### src/rtl/rle_decoder.sv
// Run-length decoder: expands {0,sample} literals and {1,n} repeat-count words
// into one sample per output beat, with ready/valid on both sides.
module rle_decoder #(
    parameter int unsigned CW     = 15,
    parameter int unsigned OCNT_W = 32
) (
    input  logic              core_clk,
    input  logic              core_rst,
    input  logic [CW:0]       rle_data,
    input  logic              rle_valid,
    output logic              rle_ready,
    output logic [CW-1:0]     dec_data,
    output logic              dec_valid,
    input  logic              dec_ready,
    output logic              dec_busy,
    output logic              err_orphan,
    output logic [OCNT_W-1:0] dec_count
);

    typedef enum logic {
        S_ACCEPT = 1'b0,
        S_EXPAND = 1'b1
    } state_t;

    state_t              state, state_nxt;
    logic [CW-1:0]       last, last_nxt;
    logic [CW-1:0]       rem, rem_nxt;
    logic [CW-1:0]       dec_data_nxt;
    logic                dec_valid_nxt;
    logic                have_literal, have_literal_nxt;
    logic                err_orphan_nxt;
    logic [OCNT_W-1:0]   dec_count_nxt;

    logic                adv;
    logic                xfer;
    logic                is_count;
    logic [CW-1:0]       word_val;

    assign adv      = !dec_valid || dec_ready;
    assign xfer     = rle_valid && rle_ready;
    assign is_count = rle_data[CW];
    assign word_val = rle_data[CW-1:0];

    // State and datapath registers
    always_ff @(posedge core_clk) begin
        if (core_rst) begin
            state        <= S_ACCEPT;
            last         <= '0;
            rem          <= '0;
            dec_data     <= '0;
            dec_valid    <= 1'b0;
            have_literal <= 1'b0;
            err_orphan   <= 1'b0;
            dec_count    <= '0;
        end else begin
            state        <= state_nxt;
            last         <= last_nxt;
            rem          <= rem_nxt;
            dec_data     <= dec_data_nxt;
            dec_valid    <= dec_valid_nxt;
            have_literal <= have_literal_nxt;
            err_orphan   <= err_orphan_nxt;
            dec_count    <= dec_count_nxt;
        end
    end

    // Next-state and datapath update
    always_comb begin
        state_nxt        = state;
        last_nxt         = last;
        rem_nxt          = rem;
        dec_data_nxt     = dec_data;
        dec_valid_nxt    = dec_valid;
        have_literal_nxt = have_literal;
        err_orphan_nxt   = err_orphan;
        dec_count_nxt    = dec_count;

        if (dec_valid && dec_ready) begin
            dec_count_nxt = dec_count + OCNT_W'(1);
        end

        case (state)
            S_ACCEPT: begin
                if (xfer && !is_count) begin
                    dec_data_nxt     = word_val;
                    dec_valid_nxt    = 1'b1;
                    last_nxt         = word_val;
                    have_literal_nxt = 1'b1;
                end else if (xfer) begin
                    if (!have_literal) begin
                        err_orphan_nxt = 1'b1;
                    end
                    if (word_val == '0) begin
                        if (adv) begin
                            dec_valid_nxt = 1'b0;
                        end
                    end else begin
                        dec_data_nxt  = last;
                        dec_valid_nxt = 1'b1;
                        rem_nxt       = word_val - CW'(1);
                        if (word_val != CW'(1)) begin
                            state_nxt = S_EXPAND;
                        end
                    end
                end else if (adv) begin
                    dec_valid_nxt = 1'b0;
                end
            end
            S_EXPAND: begin
                if (adv) begin
                    dec_data_nxt  = last;
                    dec_valid_nxt = 1'b1;
                    rem_nxt       = rem - CW'(1);
                    if (rem == CW'(1)) begin
                        state_nxt = S_ACCEPT;
                    end
                end
            end
            default: state_nxt = S_ACCEPT;
        endcase
    end

    // Handshake outputs decoded from state and output-register advance
    always_comb begin
        rle_ready = 1'b0;
        dec_busy  = 1'b0;
        case (state)
            S_ACCEPT: rle_ready = adv && !core_rst;
            S_EXPAND: dec_busy  = 1'b1;
            default:  rle_ready = 1'b0;
        endcase
    end

endmodule

### config.mk
export PLATFORM = sky130hd
export DESIGN_NAME = rle_decoder
export DESIGN_NICKNAME = d
export VERILOG_FILES = /design/src/rtl/rle_decoder.sv
export SDC_FILE = /design/constraint.sdc
export NUM_CORES = 1
export LEC_CHECK = 0
export ABC_AREA = 1
export CELL_PAD_IN_SITES_DETAIL_PLACEMENT = 1
export CELL_PAD_IN_SITES_GLOBAL_PLACEMENT = 2
export CORE_UTILIZATION = 29
export DETAILED_ROUTE_END_ITERATION = 10
export PLACE_DENSITY_LB_ADDON = 0.1
export SETUP_SLACK_MARGIN = 0.1
export SLEW_MARGIN = 20
export SYNTH_ARGS = -nofsm -noshare
export SYNTH_HDL_FRONTEND = slang
export SYNTH_SLANG_ARGS = --single-unit
### constraint.sdc
create_clock -name core_clk -period 2.05 [get_ports core_clk]
set_clock_uncertainty 0.1 [all_clocks]
set_input_delay 0.41 -clock core_clk [delete_from_list [all_inputs] [get_ports core_clk]]
set_output_delay 0.41 -clock core_clk [all_outputs]
set_load 0.01 [all_outputs]
Word-level counts from Yosys, hierarchy flattened
Cells that the tools add are included.
{"block": "classes", "n_mux": 25, "reduce_logical": 13, "add_sub_neg": 3, "eq_ne": 8, "bitwise_logic": 3}
{"operator": "$mux 15", "count": 8}
{"operator": "$pmux 15 s2", "count": 2}
{"operator": "$add 32x1->32 const B", "count": 1}
{"operator": "$sub 15x1->15 const B", "count": 2}
{"operator": "$eq 15x1->1 const B", "count": 1}
{"operator": "$logic_not 15->1", "count": 1}
{"operator": "$ne 15x1->1 const B", "count": 1}
{"operator": "$mux 1", "count": 13}
{"operator": "$reduce_and 4->1", "count": 2}
{"operator": "$ne 2x2->1 const B", "count": 3}
{"operator": "$ne 3x3->1 const B", "count": 2}
{"operator": "$logic_and 1x1->1", "count": 4}
{"operator": "$pmux 1 s2", "count": 2}
{"operator": "$logic_not 1->1", "count": 3}
{"operator": "$not 1->1", "count": 3}
{"operator": "$reduce_and 3->1", "count": 1}
{"operator": "$ne 2x1->1 const B", "count": 1}
{"operator": "$reduce_and 2->1", "count": 1}
{"operator": "$logic_or 1x1->1", "count": 1}
{"block": "word_totals", "reg_bits": 81, "elab_cells": 60, "input_bits": 20, "out_inout_bits": 51}

Logic depth before layout (Yosys ltp)
Gate-level depths: netlist of run 1.
{"block": "depth", "ltp_word": 8, "depth_mapped": 11}

Least setup slack after synthesis of run 1
Ideal clock, no wire load.
{"block": "synth_timing", "path_type": "input to register", "start": "input rle_data[0]", "end": "register dec_data[10]", "arrival_time_ns": 1.523, "required_ns": 1.824, "setup_ns": 0.126, "setup_slack_ns": 0.300, "cell_stages": 10, "path_cell_list": "inv_1 -> ha_1 -> nand2_2 -> nor2_4 -> nand2_2 -> nand2_2 -> nand3_4 -> buf_6 -> o21ai_1 -> a21oi_1"}
{"block": "synth_between", "elab_chain_len": 3}
{"element": "from (decl)", "line": "9", "text": "input logic [CW:0] rle_data,"}
{"element": "$logic_not 15->1", "line": "93", "text": "if (word_val == '0) begin"}
{"element": "$ne 3x3->1 (no source line)"}
{"element": "$reduce_and 3->1 (no source line)"}
{"element": "to (signal assigned)", "line": "59", "text": "dec_data <= dec_data_nxt;"}
{"element": "to (decl)", "line": "12", "text": "output logic [CW-1:0] dec_data,"}
Every way passes these cells.
A chain may end at the register's enable or synchronous reset.

Final worst setup path of run 1
{"block": "layout_timing", "start": "register dec_count[21]", "end": "output dec_count[21]"}
{"element": "from (decl)", "line": "17", "text": "output logic [OCNT_W-1:0] dec_count"}
{"element": "from (signal assigned)", "line": "63", "text": "dec_count <= dec_count_nxt;"}
No word-level cell between the ends.

==> flow_summary_export.csv, run 1 <==
group,metric,value,unit
run_status,status,"finished clean",
final_layout,instances_no_fill,1030,
worst_setup_path,slowest_stage,"clkdlybuf4s50_1",
floorplan,die_x,128,um
yosys,async_flop_share,0,%
yosys,synthAdderAreaFrac,1.37,%
grt,grt_max_degree,35,
detailed_routing,vias,4805,
yosys,ys_types,38,
worst_setup_path,path_class,"flop to output port",
sta,hold_ws,0.362,ns
clocking,h-tree-depth,3,
yosys,yosysWarnings,0,
clocking,clock-root-buffer,"clkbuf_16",
yosys,synth_top_family_by_area,"simple AND/OR/NAND/NOR gates",
power_and_ir_drop,power.leakage,2.60,nW
hold_path,hold_path.class,"flop to flop",
yosys,synth-simple-area-share,38.5,%
grt,overflow,0,
floorplan,die_y,128,um
floorplan,ios,71,
grt,grt_pass1_wl,25100,um
grt,grt_pass1_vias,5038,
worst_setup_path,crit_buf_inv,1,
worst_setup_path,cp_top_family,"buffers and inverters",
clocking,numCtsBuffers,9,
yosys,syn_area_per_cell,6.63,um2
detailed_routing,wl_per_cell,14.8,um
grt,grt.total_usage,19.8,%
yosys,ys_ff_latch,81,
final_layout,diodes,0,
detailed_routing,drtIter0Drc,161,
yosys,synth_xor_area_share,2.68,%
worst_setup_path,cp_max_fo,5,
detailed_routing,remaining_drc_errors,0,
final_layout,nets,839,
yosys,synth_compound_area_share,12.3,%
sta,fmax,529,MHz
worst_setup_path,r2r_start,"dec_valid",
grt,antenna_found_initial,0,
sta,relSlewSlack,69.9,%
yosys,syn_area,0.00458,mm2
place,io_buffers,70,
floorplan,core,0.0153,mm2
yosys,synthMuxAreaShare,0.219,%
detailed_routing,drtAntennaViolNets,0,
final_layout,drive_above_1_share,17.2,%
final_layout,syn2layout_area_growth,36.9,%
sta,slew_violations,0,
final_layout,n_fill_cell,1996,
floorplan,start_util,29.9,%
sta,fin_crit,1.89,ns
sta,hold_viol_final,0,
hold_path,hold-path-endpoint,"have_literal",
hold_path,min_from,"have_literal",
hold_path,worstHoldPathCells,2,
sta,setup_violations,0,
place,dp.cells,1008,
worst_setup_path,start_kind,"flop",
detailed_routing,avgViaCountPerCell,4.67,
clocking,clock_latency,0.34,ns
worst_setup_path,cp_data_arrival_time,1.38,ns
sta,rsz0062_at_grt,"no",
worst_setup_path,r2r_slack,0.26,ns
place,gp_congestion,0.836,
worst_setup_path,crit_path_end_kind,"output port",
power_and_ir_drop,p_per_area,678,mW/mm2
yosys,netlist_instances,691,
yosys,ys_seq_area_share,35.4,%
detailed_routing,drt-total-wl,15300,um
worst_setup_path,r2r.worst_path.cells,10,
detailed_routing,drt_pre_antenna_iters,4,
flow_run,drv_cap,0,
yosys,synth_nets,716,
yosys,synth_edf_count,0,
power_and_ir_drop,total_power,4.25,mW
clocking,clock-sinks,81,
floorplan,dieArea,0.0163,mm2
sta,tns,0,ns
worst_setup_path,r2r-end,"dec_data[9]",
worst_setup_path,crit_required,1.54,ns
worst_setup_path,path_cells,"clkdlybuf4s50_1",
sta,timing.final.crit_share,92.3,%
clocking,cts_buffer_depth,2,
place,post-dp-hpwl,11600,um
worst_setup_path,critPathMaxStageDelay,0.58,ns
power_and_ir_drop,peakVddDrop,0.362,mV
floorplan,rows,45,
yosys,synth_flop_cell,"dfxtp_1",
clocking,cts.clk_slew.worst_paths,0.06,ns
clocking,cts_tree,"yes",
sta,tightest_slew,0.447,ns
-- cells in the mapped netlist, drive strengths merged (2+ instances only) --
master	instances	area share, %
nand3	55	7.7
xnor2	4	0.77
dfxtp	81	35
buf	10	1.9
o21ai	53	6.4
nor2	123	12
nand3b	2	0.33
xor2	10	1.9
nand2	179	15
nor3	12	1.9
inv	83	6.8
clkbuf	9	0.77
a21oi	48	5.3
nand4	11	1.5
ha	5	1.4
-- how the worst max path moves through the flow --
stage                       start            end  slack, ns  cells past startpoint
CTS                   rle_data[1]    dec_data[1]        0.1                     10
global placement        dec_ready      rle_ready      -0.30                      6
finish              dec_count[21]  dec_count[21]       0.16                      1
detailed placement      dec_ready   dec_data[11]      -0.38                     11
floorplan             rle_data[0]   dec_data[10]       0.30                     10
global route          rle_data[8]    dec_data[9]       0.09                     11
-- cell usage in the layout (no fill, tap or decap), types with 11 or more instances in the layout --
master	count
nand2_1	170
inv_1	74
nand4_1	11
buf_4	55
o21ai_0	37
nor2_2	11
nor2_1	105
nand3_1	47
dfxtp_1	79
clkdlybuf4s50_1	60
a21oi_1	47
-- registers in the layout, indices dropped and copies added, names as in the netlist --
signal and flops:
dec_count 32, dec_data 15, last 15, rem 15
dec_valid 1, err_orphan 1, have_literal 1, state 1
-- cell type report --
class	count	area (um2)	area share (%)
clock buffer	9	225	3.59
clock inverter	7	71.3	1.14
inverter	84	317	5.05
multi-input combinational	508	2560	40.9
sequential	81	1620	25.9
tap	211	264	4.21
timing repair buffer	130	1210	19.3
-- logic make-up after synthesis --
logic type | after synthesis
flops | 81
compound gates | 104
xor+xnor | 14
simple gates | 383
buf+inv | 103
fa+ha+maj | 5
mux | 1
-- timing repair --
item	4_1_cts	5_1_grt
cloned	1	0
gates resized for setup	11	23
setup endpoints to repair	12	52
pin swaps	0	10
hold buffers	0	0
buffers inserted	0	5
-- stage by stage --
step | utilization [%] | setup WS (ns) | area, um2
finish | 40.9 | 0.158 | 6270
global route | 40.9 | 0.0885 | 6270
CTS | 40.3 | 0.0971 | 6180
detailed placement | 38.2 | -0.379 | 5850
global placement | 38.2 | -0.297 | 5850
floorplan | - | 0.300 | 4580
-- per-layer routing --
metal	routed length, um	track usage (%)
met5	0	0
met4	167	5.12
met3	356	3.52
met2	7580	36.5
met1	7150	23.7
-- where the power goes --
| part | internal [mW] | switching [mW] |
|---|---|---|
| combinational | 0.374 | 0.525 |
| clock | 0.941 | 0.692 |
| sequential | 1.66 | 0.0644 |
(Power assumes the default switching activity.)
==> run 2: changes to the inputs <==
Settings changed: SKIP_CTS_REPAIR_TIMING set to 1.
==> run 2 against run 1 <==
  * First-iteration DRC count up 9.9%
  * Largest power group unchanged
  * Highest routed layer unchanged
  * Critical path depth unchanged
  * Global-route usage down 0.32 points
  * Cell count about the same
==> flow_summary_export.csv, run 2 (same netlist as run 1, synthesis figures left out) <==
group,metric,value,unit
clocking,cts_tree,"yes",
worst_setup_path,crit_required,1.54,ns
worst_setup_path,slowest_stage,"clkdlybuf4s50_1",
sta,fin_crit,1.89,ns
sta,tightest_slew,0.446,ns
worst_setup_path,critPathMaxStageDelay,0.58,ns
floorplan,die_x,128,um
worst_setup_path,start_kind,"flop",
hold_path,worstHoldPathCells,2,
worst_setup_path,r2r.worst_path.cells,9,
final_layout,drive_above_1_share,17.0,%
run_status,status,"finished clean",
floorplan,die_y,128,um
clocking,clock-root-buffer,"clkbuf_16",
worst_setup_path,cp_max_fo,5,
worst_setup_path,cp_top_family,"buffers and inverters",
final_layout,largest-register,"dec_count",
detailed_routing,drtAntennaViolNets,0,
place,gp_congestion,0.836,
sta,slew_violations,0,
detailed_routing,drt-total-wl,15300,um
place,post-dp-hpwl,11600,um
detailed_routing,avgViaCountPerCell,4.66,
clocking,clock_latency,0.35,ns
sta,timing.final.crit_share,92.4,%
final_layout,syn2layout_area_growth,36.8,%
detailed_routing,drtIter0Drc,177,
floorplan,start_util,29.9,%
detailed_routing,remaining_drc_errors,0,
final_layout,mostFrequentLayoutCell,"nand2_1",
power_and_ir_drop,p_clk_share,38.5,%
grt,overflow,0,
hold_path,hold_path.class,"flop to flop",
floorplan,ios,71,
sta,fmax,528,MHz
power_and_ir_drop,swShare,30.3,%
worst_setup_path,path_cells,"clkdlybuf4s50_1",
power_and_ir_drop,p_switching,1.29,mW
sta,hold_viol_final,0,
worst_setup_path,cp.depth,1,
grt,grt.total_usage,19.5,%
power_and_ir_drop,internal_power,2.96,mW
clocking,h-tree-depth,3,
sta,rsz0062_at_grt,"no",
clocking,numCtsBuffers,9,
floorplan,core,0.0153,mm2
power_and_ir_drop,peakVddDrop,0.362,mV
final_layout,n_fill_cell,1993,
final_layout,mostFrequentLayoutCells,"nand2_1, nor2_1, dfxtp_1",
clocking,cts_buffer_depth,2,
place,io_buffers,70,
floorplan,rows,45,
power_and_ir_drop,total_power,4.25,mW
grt,grt_pass1_wl,24800,um
final_layout,nets,838,
detailed_routing,wl_per_cell,14.9,um
worst_setup_path,path_class,"flop to output port",
detailed_routing,drt_pre_antenna_iters,4,
power_and_ir_drop,pwr-share-seq,40.5,%
grt,antenna_found_initial,0,
worst_setup_path,crit_buf_inv,1,
clocking,clock-sinks,81,
power_and_ir_drop,pwr-share-comb,21.0,%
grt,grt_max_degree,35,
worst_setup_path,crit_path_end_kind,"output port",
power_and_ir_drop,power.leakage,2.58,nW
grt,grt_pass1_vias,5026,
worst_setup_path,cp_data_arrival_time,1.38,ns
final_layout,largest_reg_flops,32,
power_and_ir_drop,p_per_area,679,mW/mm2
sta,setup_violations,0,
final_layout,fin_util,40.9,%
detailed_routing,vias,4792,
floorplan,dieArea,0.0163,mm2
clocking,cts.clk_slew.worst_paths,0.06,ns
flow_run,drv_cap,0,
sta,relSlewSlack,70.0,%
final_layout,diodes,0,
==> run 2: cell types whose count changed in the layout (fill, tap and decap cells not counted), sizes merged <==
| cell | delta |
|---|---|
| buf | -2 |
| dlygate4sd2 | -1 |
| clkinvlp | +1 |
| clkinv | -1 |
| clkdlybuf4s50 | +4 |
| clkbuf | -1 |
| dlymetal6s2s | -2 |
| nand3 | +1 |
==> run 2: routing by layer <==
layer | global-route usage (%) | up-vias | part of all wire [%]
met5 | 0 | - | 0
met4 | 5.12 | 0 | 1.1
met3 | 3.52 | 13 | 2.0
met2 | 36.3 | 50 | 50
met1 | 22.9 | 2287 | 47
li1 | - | 2442 | -
==> run 2: cell type report <==
| class | instances | area, um2 | area share (%) |
|---|---|---|---|
| Clock inverter | 7 | 71.3 | 1.14 |
| Inverter | 84 | 319 | 5.09 |
| Clock buffer | 9 | 225 | 3.59 |
| Sequential cell | 81 | 1620 | 25.9 |
| Timing Repair Buffer | 128 | 1180 | 18.9 |
| Tap cell | 211 | 264 | 4.21 |
| Multi-Input combinational cell | 509 | 2580 | 41.1 |
==> run 2: path summary, 6_finish.rpt <==
check / start / to / slack [ns]
min: have_literal / have_literal / 0.36
min reg2reg: have_literal / have_literal / 0.36
max reg2reg: dec_valid / dec_data[8] / 0.27
max: dec_count[21] / dec_count[21] / 0.16
==> run 2: stage by stage <==
stage	hold WS [ns]	area (um2)	instances	worst slack, ns	setup TNS [ns]
after floorplan	0.337	4580	691	0.300	0
after global placement	0.352	5850	1008	-0.297	-9.13
after detailed placement	0.358	5850	1008	-0.379	-12.82
after CTS	0.367	6150	1024	-0.301	-0.362
after global routing	0.397	6260	1029	0.100	0
final	0.361	6260	1029	0.156	0
==> run 2: power groups by stage <==
stage	combinational [mW]	sequential [mW]	clock (mW)
2_1_floorplan	0.505	1.75	0
3_3_place_gp	0.841	1.75	0
3_5_place_dp	0.859	1.75	0
4_1_cts	0.863	1.72	1.68
5_1_grt	0.999	1.73	1.76
6_report	0.893	1.72	1.64
==> run 3: changes to the inputs <==
Settings changed: ABC_AREA 1 to not set, CORE_UTILIZATION 29 to 34, CTS_BUF_LIST set to sky130_fd_sc_hd__clkbuf_8.
Clock period 2.05 ns to 2.2 ns, I/O delays scaled along.
==> run 3 against run 2 <==
  * Sequential cell count did not move
  * Largest power group unchanged
  * Critical path type is now input pin to flop
  * Routed wire length fell by 22%
  * Die area fell by 28%
  * Sequential share of layout area rose by 4.0 points
  * First-iteration DRC count fell by 27%
  * Setup slack got worse by 0.026 ns
  * Register-to-register slack barely moved
  * Design area fell by 13%
  * Worst hold slack improved by 0.016 ns
  * Critical path depth rose by 6
  * Synthesized cell count fell by 33%
  * Via count fell by 21%
==> flow_summary_export.csv, run 3 <==
group,metric,value,unit
run_status,status,"finished clean",
power_and_ir_drop,swShare,27.8,%
detailed_routing,drtIter0Drc,129,
clocking,cts.clk_slew.worst_paths,0.08,ns
worst_setup_path,r2r_start,"dec_count[12]",
worst_setup_path,r2r_slack,0.26,ns
final_layout,instances_no_fill,722,
yosys,synth_top_area_share,42.4,%
hold_path,worstHoldPathCells,2,
clocking,clock_latency,0.37,ns
floorplan,rows,38,
grt,grt.total_usage,21.4,%
detailed_routing,drtAntennaViolNets,0,
detailed_routing,avgViaCountPerCell,5.22,
worst_setup_path,r2r-end,"dec_count[29]",
yosys,syn_area,0.00382,mm2
detailed_routing,drt-total-wl,11900,um
yosys,synth_top_cell_by_area,"dfxtp_1",
yosys,synth_flop_cell,"dfxtp_1",
power_and_ir_drop,pwr-share-seq,48.7,%
power_and_ir_drop,power.leakage,2.00,nW
yosys,yosysWarnings,0,
worst_setup_path,crit_required,2.38,ns
floorplan,dieArea,0.0117,mm2
place,post-dp-hpwl,8370,um
sta,rsz0062_at_grt,"no",
clocking,h-tree-depth,3,
detailed_routing,wl_per_cell,16.5,um
detailed_routing,remaining_drc_errors,0,
yosys,ys_types,42,
sta,relSlewSlack,71.4,%
yosys,ys_seq_area_share,42.4,%
sta,tns,0,ns
grt,overflow,0,
power_and_ir_drop,internal_power,2.32,mW
worst_setup_path,critPathMaxStageDelay,0.47,ns
sta,fmax,483,MHz
clocking,cts_buffer_depth,2,
yosys,synth_common_cells,"dfxtp_1, nor2_1, o21ai_0",
flow_run,drv_cap,0,
worst_setup_path,path_class,"input pin to flop",
power_and_ir_drop,pwr-share-comb,17.8,%
worst_setup_path,cp_data_arrival_time,2.25,ns
yosys,synthTopCellsByArea,"dfxtp_1, nor2_1, xnor2_1, mux2i_1, o21ai_0",
hold_path,hold_path.class,"flop to flop",
sta,setup_violations,0,
final_layout,multiInputGateArea,0.00210,mm2
yosys,netlist_instances,461,
final_layout,nets,602,
yosys,syn_area_per_cell,8.29,um2
clocking,clock-sinks,81,
final_layout,mostFrequentLayoutCell,"dfxtp_1",
yosys,synth.most_common_cell,"dfxtp_1",
floorplan,ios,71,
floorplan,die_x,108,um
yosys,async_flop_share,0,%
final_layout,largest-register,"dec_count",
sta,slew_violations,0,
grt,grt_pass1_vias,3879,
clocking,numCtsBuffers,9,
final_layout,fin_util,49.8,%
worst_setup_path,path_cells,"clkdlybuf4s50_1, nor4b_2, and4_4, a31oi_2, buf_4, clkbuf_16, a211oi_1",
place,io_buffers,70,
sta,hold_viol_final,0,
detailed_routing,vias,3770,
worst_setup_path,cp_max_fo,15,
floorplan,core,0.0109,mm2
grt,grt_pass1_wl,19100,um
final_layout,syn2layout_area_growth,42.0,%
worst_setup_path,slowest_stage,"clkdlybuf4s50_1",
yosys,synth_nets,486,
floorplan,die_y,108,um
sta,tightest_slew,0.426,ns
final_layout,drive_above_1_share,16.8,%
worst_setup_path,start_kind,"input pin",
worst_setup_path,crit_path_end_kind,"flop",
final_layout,diodes,0,
place,gp_congestion,0.787,
clocking,clock-root-buffer,"clkbuf_8",
floorplan,start_util,35.1,%
clocking,cts_tree,"yes",
sta,fin_crit,2.07,ns
power_and_ir_drop,p_switching,0.891,mW
hold_path,min_from,"err_orphan",
grt,grt_max_degree,41,
power_and_ir_drop,p_clk_share,33.5,%
power_and_ir_drop,peakVddDrop,0.388,mV
final_layout,seqCellArea,0.00162,mm2
yosys,ys_ff_latch,81,
worst_setup_path,r2r.worst_path.cells,6,
sta,timing.final.crit_share,94.1,%
yosys,synth_edf_count,0,
final_layout,mostFrequentLayoutCells,"dfxtp_1, nor2_1, buf_4",
grt,antenna_found_initial,0,
power_and_ir_drop,p_per_area,592,mW/mm2
final_layout,largest_reg_flops,32,
detailed_routing,drt_pre_antenna_iters,4,
hold_path,hold-path-endpoint,"err_orphan",
place,dp.cells,701,
final_layout,n_fill_cell,1279,
==> run 3: cell types whose count changed in the layout (fill, tap and decap cells not counted), moves of 10 or more <==
| cell | change |
|---|---|
| nand3_1 | -32 |
| mux2i_1 | +15 |
| a211oi_1 | +16 |
| or3_1 | +10 |
| nor2_2 | -10 |
| a21oi_1 | -23 |
| o21ai_0 | -10 |
| xnor2_1 | +18 |
| clkbuf_8 | +13 |
| nand2_1 | -145 |
| nor2_1 | -33 |
| inv_1 | -61 |
==> run 3: critical path, delay by kind of cell <==
family                 cells  cell delay (ns)
AOI/OAI and AO/OA          2             0.39
buffers and inverters      3             0.81
and+or+nand+nor            2             0.60
==> run 3: how the worst max path moves through the flow <==
stage | cells past startpoint | slack, ns | endpoint | startpoint
2_1_floorplan | 7 | 0.10 | rem[11] | rle_data[2]
3_3_place_gp | 8 | -0.48 | rem[6] | rle_data[0]
3_5_place_dp | 8 | -0.50 | rem[6] | rle_data[1]
4_1_cts | 5 | -0.17 | rle_ready | dec_ready
5_1_grt | 7 | 0.06 | dec_data[9] | rle_data[14]
6_report | 7 | 0.13 | dec_data[3] | rle_data[14]
==> run 3: kinds of logic (layout without fill, tap and decap cells) <==
| logic type | Yosys count | after routing | synth area share [%] |
|---|---|---|---|
| buf+inv | 42 | 163 | 4.35 |
| mux | 16 | 16 | 4.19 |
| xor+xnor | 33 | 33 | 7.56 |
| simple gates | 189 | 189 | 24.6 |
| flops | 81 | 81 | 42.4 |
| fa+ha+maj | 5 | 5 | 1.64 |
| compound gates | 95 | 95 | 15.2 |
==> run 3: stage by stage <==
step,setup WS (ns),power (mW),instance area (um2),hold WS [ns]
finish,0.129,3.21,5430,0.378
floorplan,0.102,1.86,3820,0.341
global route,0.0602,3.38,5430,0.405
detailed placement,-0.503,2.15,5080,0.364
global placement,-0.478,2.14,5080,0.352
CTS,-0.167,3.25,5270,0.387
==> run 3: final cells by class <==
type                            instances  area share (%)
Clock inverter                          3           0.254
Timing Repair Buffer                  134            23.7
Multi-Input combinational cell        338            38.8
Tap cell                              140            3.23
Inverter                               13           0.899
Sequential cell                        81            29.9
Clock buffer                           13            3.30
==> run 3: routing by layer <==
metal  global-route usage (%)  vias up  part of all wire [%]
met5                        0        -                     0
met4                     11.0        0                   2.2
met2                     35.5       70                    49
met1                     25.6     1810                    45
met3                     5.12       18                   4.5
li1                         -     1872                     -
==> run 3: power by group through the flow <==
stage	Clock [mW]	Combinational, mW	Sequential (mW)
after floorplan	0	0.261	1.60
after global placement	0	0.544	1.60
after detailed placement	0	0.555	1.60
after CTS	1.13	0.558	1.56
after global routing	1.18	0.633	1.57
final	1.07	0.573	1.56
